### src/rtl/cpu_sequencer.sv
// cpu_sequencer: fetch/execute sequencer for the 8-bit RISC CPU.
// Owns the program counter, the instruction register and the 8-phase
// instruction cycle. It drives the synchronous program/data memory and
// emits accumulator/ALU control. Outputs decode only registered state.
module cpu_sequencer #(
    parameter int          ADDR_W   = 5,
    parameter int          DATA_W   = 8,
    parameter int unsigned RESET_PC = 0
) (
    input  logic              clk,
    input  logic              rst,
    input  logic [DATA_W-1:0] mem_data,
    input  logic              zero,
    output logic [ADDR_W-1:0] mem_addr,
    output logic              mem_rd,
    output logic              mem_wr,
    output logic              data_e,
    output logic              ld_ac,
    output logic [2:0]        alu_op,
    output logic              halt,
    output logic [ADDR_W-1:0] pc,
    output logic [2:0]        phase
);

    typedef enum logic [2:0] {
        PH_INST_ADDR  = 3'd0,
        PH_INST_FETCH = 3'd1,
        PH_INST_LOAD  = 3'd2,
        PH_IDLE       = 3'd3,
        PH_OP_ADDR    = 3'd4,
        PH_OP_FETCH   = 3'd5,
        PH_ALU_OP     = 3'd6,
        PH_STORE      = 3'd7
    } phase_t;

    typedef enum logic [2:0] {
        OP_HLT = 3'd0,
        OP_SKZ = 3'd1,
        OP_ADD = 3'd2,
        OP_AND = 3'd3,
        OP_XOR = 3'd4,
        OP_LDA = 3'd5,
        OP_STO = 3'd6,
        OP_JMP = 3'd7
    } opcode_t;

    localparam logic [ADDR_W-1:0] RESET_PC_V = ADDR_W'(RESET_PC);

    phase_t            phase_q, phase_d;
    logic [ADDR_W-1:0] pc_q, pc_d;
    logic [DATA_W-1:0] ir_q, ir_d;
    logic              halt_q, halt_d;

    opcode_t           opcode;
    logic [ADDR_W-1:0] ir_addr;
    logic              is_memop;
    logic              is_sto;

    assign opcode   = opcode_t'(ir_q[DATA_W-1 -: 3]);
    assign ir_addr  = ir_q[ADDR_W-1:0];
    assign is_memop = (opcode == OP_ADD) || (opcode == OP_AND) ||
                      (opcode == OP_XOR) || (opcode == OP_LDA);
    assign is_sto   = (opcode == OP_STO);

    // State register: phase, PC, IR and halt flag, with synchronous reset.
    always_ff @(posedge clk) begin
        if (rst) begin
            phase_q <= PH_INST_ADDR;
            pc_q    <= RESET_PC_V;
            ir_q    <= '0;
            halt_q  <= 1'b0;
        end else begin
            phase_q <= phase_d;
            pc_q    <= pc_d;
            ir_q    <= ir_d;
            halt_q  <= halt_d;
        end
    end

    // Next-state logic: advance the phase and update PC/IR/halt at phase ends.
    always_comb begin
        phase_d = phase_q;
        pc_d    = pc_q;
        ir_d    = ir_q;
        halt_d  = halt_q;
        if (!halt_q) begin
            phase_d = phase_t'(phase_q + 3'd1);
            case (phase_q)
                PH_INST_LOAD: begin
                    ir_d = mem_data;
                end
                PH_OP_ADDR: begin
                    if (opcode == OP_HLT) begin
                        halt_d  = 1'b1;
                        phase_d = phase_q;
                    end else begin
                        pc_d = pc_q + 1'b1;
                    end
                end
                PH_ALU_OP: begin
                    if (opcode == OP_JMP) begin
                        pc_d = ir_addr;
                    end else if ((opcode == OP_SKZ) && zero) begin
                        pc_d = pc_q + 1'b1;
                    end
                end
                default: begin
                end
            endcase
        end
    end

    // Output decode: memory address and strobes from registered phase/IR/halt.
    always_comb begin
        mem_addr = ir_addr;
        mem_rd   = 1'b0;
        mem_wr   = 1'b0;
        data_e   = 1'b0;
        ld_ac    = 1'b0;
        if (!halt_q) begin
            case (phase_q)
                PH_INST_ADDR: begin
                    mem_addr = pc_q;
                end
                PH_INST_FETCH, PH_INST_LOAD: begin
                    mem_addr = pc_q;
                    mem_rd   = 1'b1;
                end
                PH_IDLE: begin
                    mem_addr = pc_q;
                end
                PH_OP_ADDR: begin
                    mem_addr = ir_addr;
                end
                PH_OP_FETCH: begin
                    mem_rd = is_memop;
                end
                PH_ALU_OP: begin
                    mem_rd = is_memop;
                    data_e = is_sto;
                end
                PH_STORE: begin
                    mem_rd = is_memop;
                    ld_ac  = is_memop;
                    mem_wr = is_sto;
                    data_e = is_sto;
                end
                default: begin
                end
            endcase
        end
    end

    assign alu_op = ir_q[DATA_W-1 -: 3];
    assign halt   = halt_q;
    assign pc     = pc_q;
    assign phase  = phase_q;

endmodule

### config.mk
export PLATFORM = sky130hd
export DESIGN_NAME = cpu_sequencer
export DESIGN_NICKNAME = d
export VERILOG_FILES = /design/src/rtl/cpu_sequencer.sv
export SDC_FILE = /design/constraint.sdc
export NUM_CORES = 1
export LEC_CHECK = 0
export ABC_AREA = 1
export BUFFER_PORTS_ARGS = -buffer_cell sky130_fd_sc_hd__buf_2
export CORE_MARGIN = 2
export CORE_UTILIZATION = 49
export DETAILED_ROUTE_END_ITERATION = 8
export HOLD_SLACK_MARGIN = 0.15
export PLACE_DENSITY = 0.87
export SLEW_MARGIN = 20
export SYNTH_ARGS = -nofsm -noshare
export SYNTH_HDL_FRONTEND = slang
export SYNTH_SLANG_ARGS = --single-unit
### constraint.sdc
create_clock -name clk -period 1.6 [get_ports clk]
set_input_delay 0 -clock clk [delete_from_list [all_inputs] [get_ports clk]]
set_output_delay 0 -clock clk [all_outputs]
set_load 0.05 [all_outputs]
== Yosys cells after proc, flatten, opt, wreduce, memory -nomap -nowiden ==
Cells that the tools add are included.

* Bits of input ports: 11
* Register bits: 17
* Output and inout bits: 21
* Logic and storage cells: 56

* $add $sub $neg: 2
* Multiplexer cells: 19
* Bitwise logic cells: 1
* Reductions and logical operators: 14
* Equal/unequal tests: 16

{| class="wikitable"
|+ Operator list
! cell !! number
|-
| $mux W5 || 5
|-
| $eq A3 B3 Y1 const B || 8
|-
| $eq A3 B2 Y1 const B || 4
|-
| $mux W1 || 10
|-
| $pmux W5 S2 || 1
|-
| $eq A3 B1 Y1 const B || 2
|-
| $logic_not A3 Y1 || 2
|-
| $mux W3 || 2
|-
| $add A5 B1 Y5 const B || 1
|-
| $reduce_and A2 Y1 || 2
|-
| $reduce_and A4 Y1 || 1
|-
| $reduce_or A2 Y1 || 2
|-
| $reduce_or A4 Y1 || 1
|-
| $add A3 B1 Y3 const B || 1
|-
| $logic_or A1 B1 Y1 || 3
|-
| $ne A3 B3 Y1 const B || 1
|-
| $reduce_or A3 Y1 || 1
|-
| $ne A2 B2 Y1 const B || 1
|-
| $pmux W1 S2 || 1
|-
| $reduce_bool A2 Y1 || 1
|-
| $logic_and A1 B1 Y1 || 1
|-
| $not A1 Y1 || 1
|}

== Depth between registers and ports, before layout ==
* Word-level depth: 6
* Gate-level depth with buffers: 10
* Gate-level depth less buffers: 10

== Least setup slack after synthesis ==
No wires, ideal clock.

* Path kind: register -> output
* Start point: reg phase_q[1], in the netlist phase[1]
* End point: out ld_ac
* Buffers on the path: 0
* Arrival time: 2.162 ns
* Stages on the path, launching flop included: 5
* Path slack: -0.562 ns
* Data required time: 1.600 ns
* Cells stage by stage: dfxtp_1 > ha_1 > ha_1 > inv_1 > nor3_1

* Cells in the longest elaborated chain, start to end: 3

{| class="wikitable"
|+ Ends and longest elaborated chain
! what !! line !! source
|-
| start, declared || 49 || <nowiki>phase_t phase_q, phase_d;</nowiki>
|-
| start signal, assigned || 73 || <nowiki>phase_q <= phase_d;</nowiki>
|-
| $eq A3 B3 Y1 || 121 || <nowiki>case (phase_q)</nowiki>
|-
| $mux W1 || 121 ||
|-
| $mux W1 || 120 || <nowiki>if (!halt_q) begin</nowiki>
|-
| end, declared || 18 || <nowiki>output logic ld_ac,</nowiki>
|}

Every way passes these cells.

== Worst setup path after layout ==
Same ends and word-level chain as after synthesis.

==> flow_summary.toml <==
[synth]
synth_flop_cell = "dfxtp_1"
yosys_warnings = 0
synth_area_leaders = "dfxtp_1 (34%), nand2_1 (11%), nor2_1 (9.4%), o21ai_0 (8.5%), ha_1 (7.5%)"
seq_area_frac_synth_pct = 34.0
yosysTopAreaCellShare_pct = 34.0
yosys.area.top_type = "dfxtp_1"
syn_area_per_cell_sq_um = 6.55
synth_area_sq_um = 1000
synth_edf_count = 0
synth_nets = 170
synth_common_cells = "nand2_1 (30), nor2_1 (25), inv_1 (20)"
ys_async_sr_fraction_pct = 0
synth_most_common_cell = "nand2_1"
synth-seq-cells = 17
syn-instance-count = 153
synthDistinctLibCells = 18

[routing]
ant_nets = 0
wl_per_cell_um = 11.9
drc = 0
wl_um = 2610
drt_pass1_iterations = 4
m1WireLength_um = 1070
met3WireLength_um = 183
vias = 1116
drt-initial-drc-count = 28
vias_per_cell = 5.10
top_layer = "met4"
met2_length_um = 1330

[die]
io_pins = 32
die_w_um = 49.2
fp.dieH_um = 49.2
dieArea_sq_um = 2420
core_sq_um = 1940
start_util_pct = 51.6
row_count = 16

[global_routing]
grt_use_total_pct = 21.6
grt_max_degree = 17
grt_pass1_vias = 1044
antenna_found_initial = 0
overflow = 0
grt_pass1_wl_um = 4080

[worst_setup_path]
critPathLaunch = "phase[1]"
r2r-start = "phase[1]"
critPathBufInv = 2
crit_path_end_kind = "output port"
critPathTopFamily = "flip-flops"
crit_type = "reg2out"
arrival_ps = 1520
crit_required_ps = 1600
cpMostUsedCell = "ha_1"
start_kind = "flop"
worst_path_max_delay_cell = "dfxtp_2"
cp_max_fo = 5
critPathMaxStageDelay_ps = 410
worstPathCellList = "ha_1 > ha_1 > inv_1 > nor3_2 > buf_2"

[cells_and_area]
stdcell_count = 219
area_growth_pct = 31.3
finish.utilization_pct = 67.8
diodes = 0
nets = 210
final_layout_size_suffix_gt1_share_pct = 25.5
fin_area_sq_um = 1320

[power]
intPower_mw = 1.08
p_per_area_nw_per_um2 = 1940
p_sw_mw = 1.47
combPwrFrac_pct = 62.4
p_leak_nw = 0.657
swShare_pct = 57.5
vdd_drop_max_v = 0.00119
seqPwrFrac_pct = 28.3
clockPowerShare_pct = 9.3

[placed_design]
dp.cells = 206
dp_hpwl_um = 1810
post_dp_cell_area_sq_um = 1170
place.gp.congestion = 0.844
io_buffers = 31

[worst_hold_path]
hold_class = "in2reg"
min_from = "zero"

[timing]
setup_viol = 0
slew_headroom_pct = 72.9
max_freq_mhz = 657
finalCriticalPeriod_ps = 1520
final.setup_skew_ps = 2.67
hold_ws_ps = 302
worstMarginPinSlew_ps = 406
finalSetupTns_ps = 0
hold_violations = 0
finalMaxSlewViolations = 0
period_share_pct = 95.2

[cts]
clkSinkCount = 17
cts_tree = "yes"
cts.clk_slew.worst_paths_ps = 100
ctsHtreeMaxLevel = 1
cts_buffers = 3
clock_path_buffers = 2
clock_latency_ps = 300
root_buffer = "clkbuf_4"

[run]
drv_cap = 0

[outcome]
outcome = "finished clean"
==> path summary, 6_finish.rpt <==
check                  to  slack (ps)  cells past startpoint
hold / removal      pc[1]         300                      7
hold reg to reg   ir_q[4]         490                      2
setup / recovery    ld_ac          80                      5
setup reg to reg    pc[2]         130                      9
==> worst register-to-register path, delay by kind of cell, from the launching register on <==
kind / cells / cell delay, ps
adders and majority gates: 1 / 180
DFF: 1 / 410
and+or+nand+nor: 6 / 560
buffers and inverters: 2 / 230
==> power groups by stage <==
stage	Combinational (mW)	Clock, mW	Sequential, mW
after floorplan	1.00	0	0.932
after global placement	1.48	0	0.704
after detailed placement	1.52	0	0.712
after CTS	1.55	0.234	0.703
after global routing	1.70	0.262	0.739
final	1.59	0.237	0.720
==> cell families after synthesis <==
group | Yosys count | synth area share, %
AO/OA/AOI/OAI | 32 | 16.2
XOR/XNOR | 1 | 0.874
buffers and inverters | 27 | 12.1
flip-flops | 17 | 34.0
adder cells (fa/ha/maj) | 6 | 7.49
AND/OR/NAND/NOR | 70 | 29.3
==> final cells by class <==
cell class	count	area, sq um
fill	176	626
tap	27	33.8
clock buffer	4	26.3
inverter	21	78.8
multi-input combinational	109	574
sequential	17	343
timing repair buffer	41	260
==> layer usage <==
| layer | GRT usage, % | vias to the layer above |
|---|---|---|
| met1 | 22.1 | 490 |
| li1 | - | 558 |
| met4 | 13.3 | 0 |
| met5 | 0 | - |
| met2 | 40.5 | 65 |
| met3 | 3.07 | 3 |
==> sequential cells by signal (all words and copies together) (netlist names) <==
register,cells
ir_q,8
pc,5
phase,3
halt,1
==> timing repair <==
| item | in CTS | in global routing |
|---|---|---|
| setup buffers | 0 | 0 |
| pin swaps | 0 | 2 |
| cloned | 0 | 0 |
| setup endpoints to repair | 1 | 11 |
| endpoints found under the hold margin | 10 | 0 |
| hold buffers | 9 | 0 |
| resized for setup | 1 | 8 |
==> stage by stage <==
stage,power (mW),worst slack (ps)
final,2.55,77.1
after global placement,2.18,194
after detailed placement,2.23,120
after CTS,2.48,29.7
after floorplan,1.93,-180
after global routing,2.70,-7.76
==> cell usage in the layout (no fill, tap or decap), types with 2 or more instances in the layout <==
master,instances
dfxtp_1,15
clkbuf_4,6
ha_1,5
dfxtp_2,2
nand2_1,29
nand3_1,7
buf_2,28
o21ai_0,13
dlygate4sd3_1,9
a21oi_1,13
nor2_1,23
inv_1,19
nor2_2,2
o21ai_1,4
inv_2,2
nand2_2,3
No activity file was read; power rests on OpenSTA's default activity.
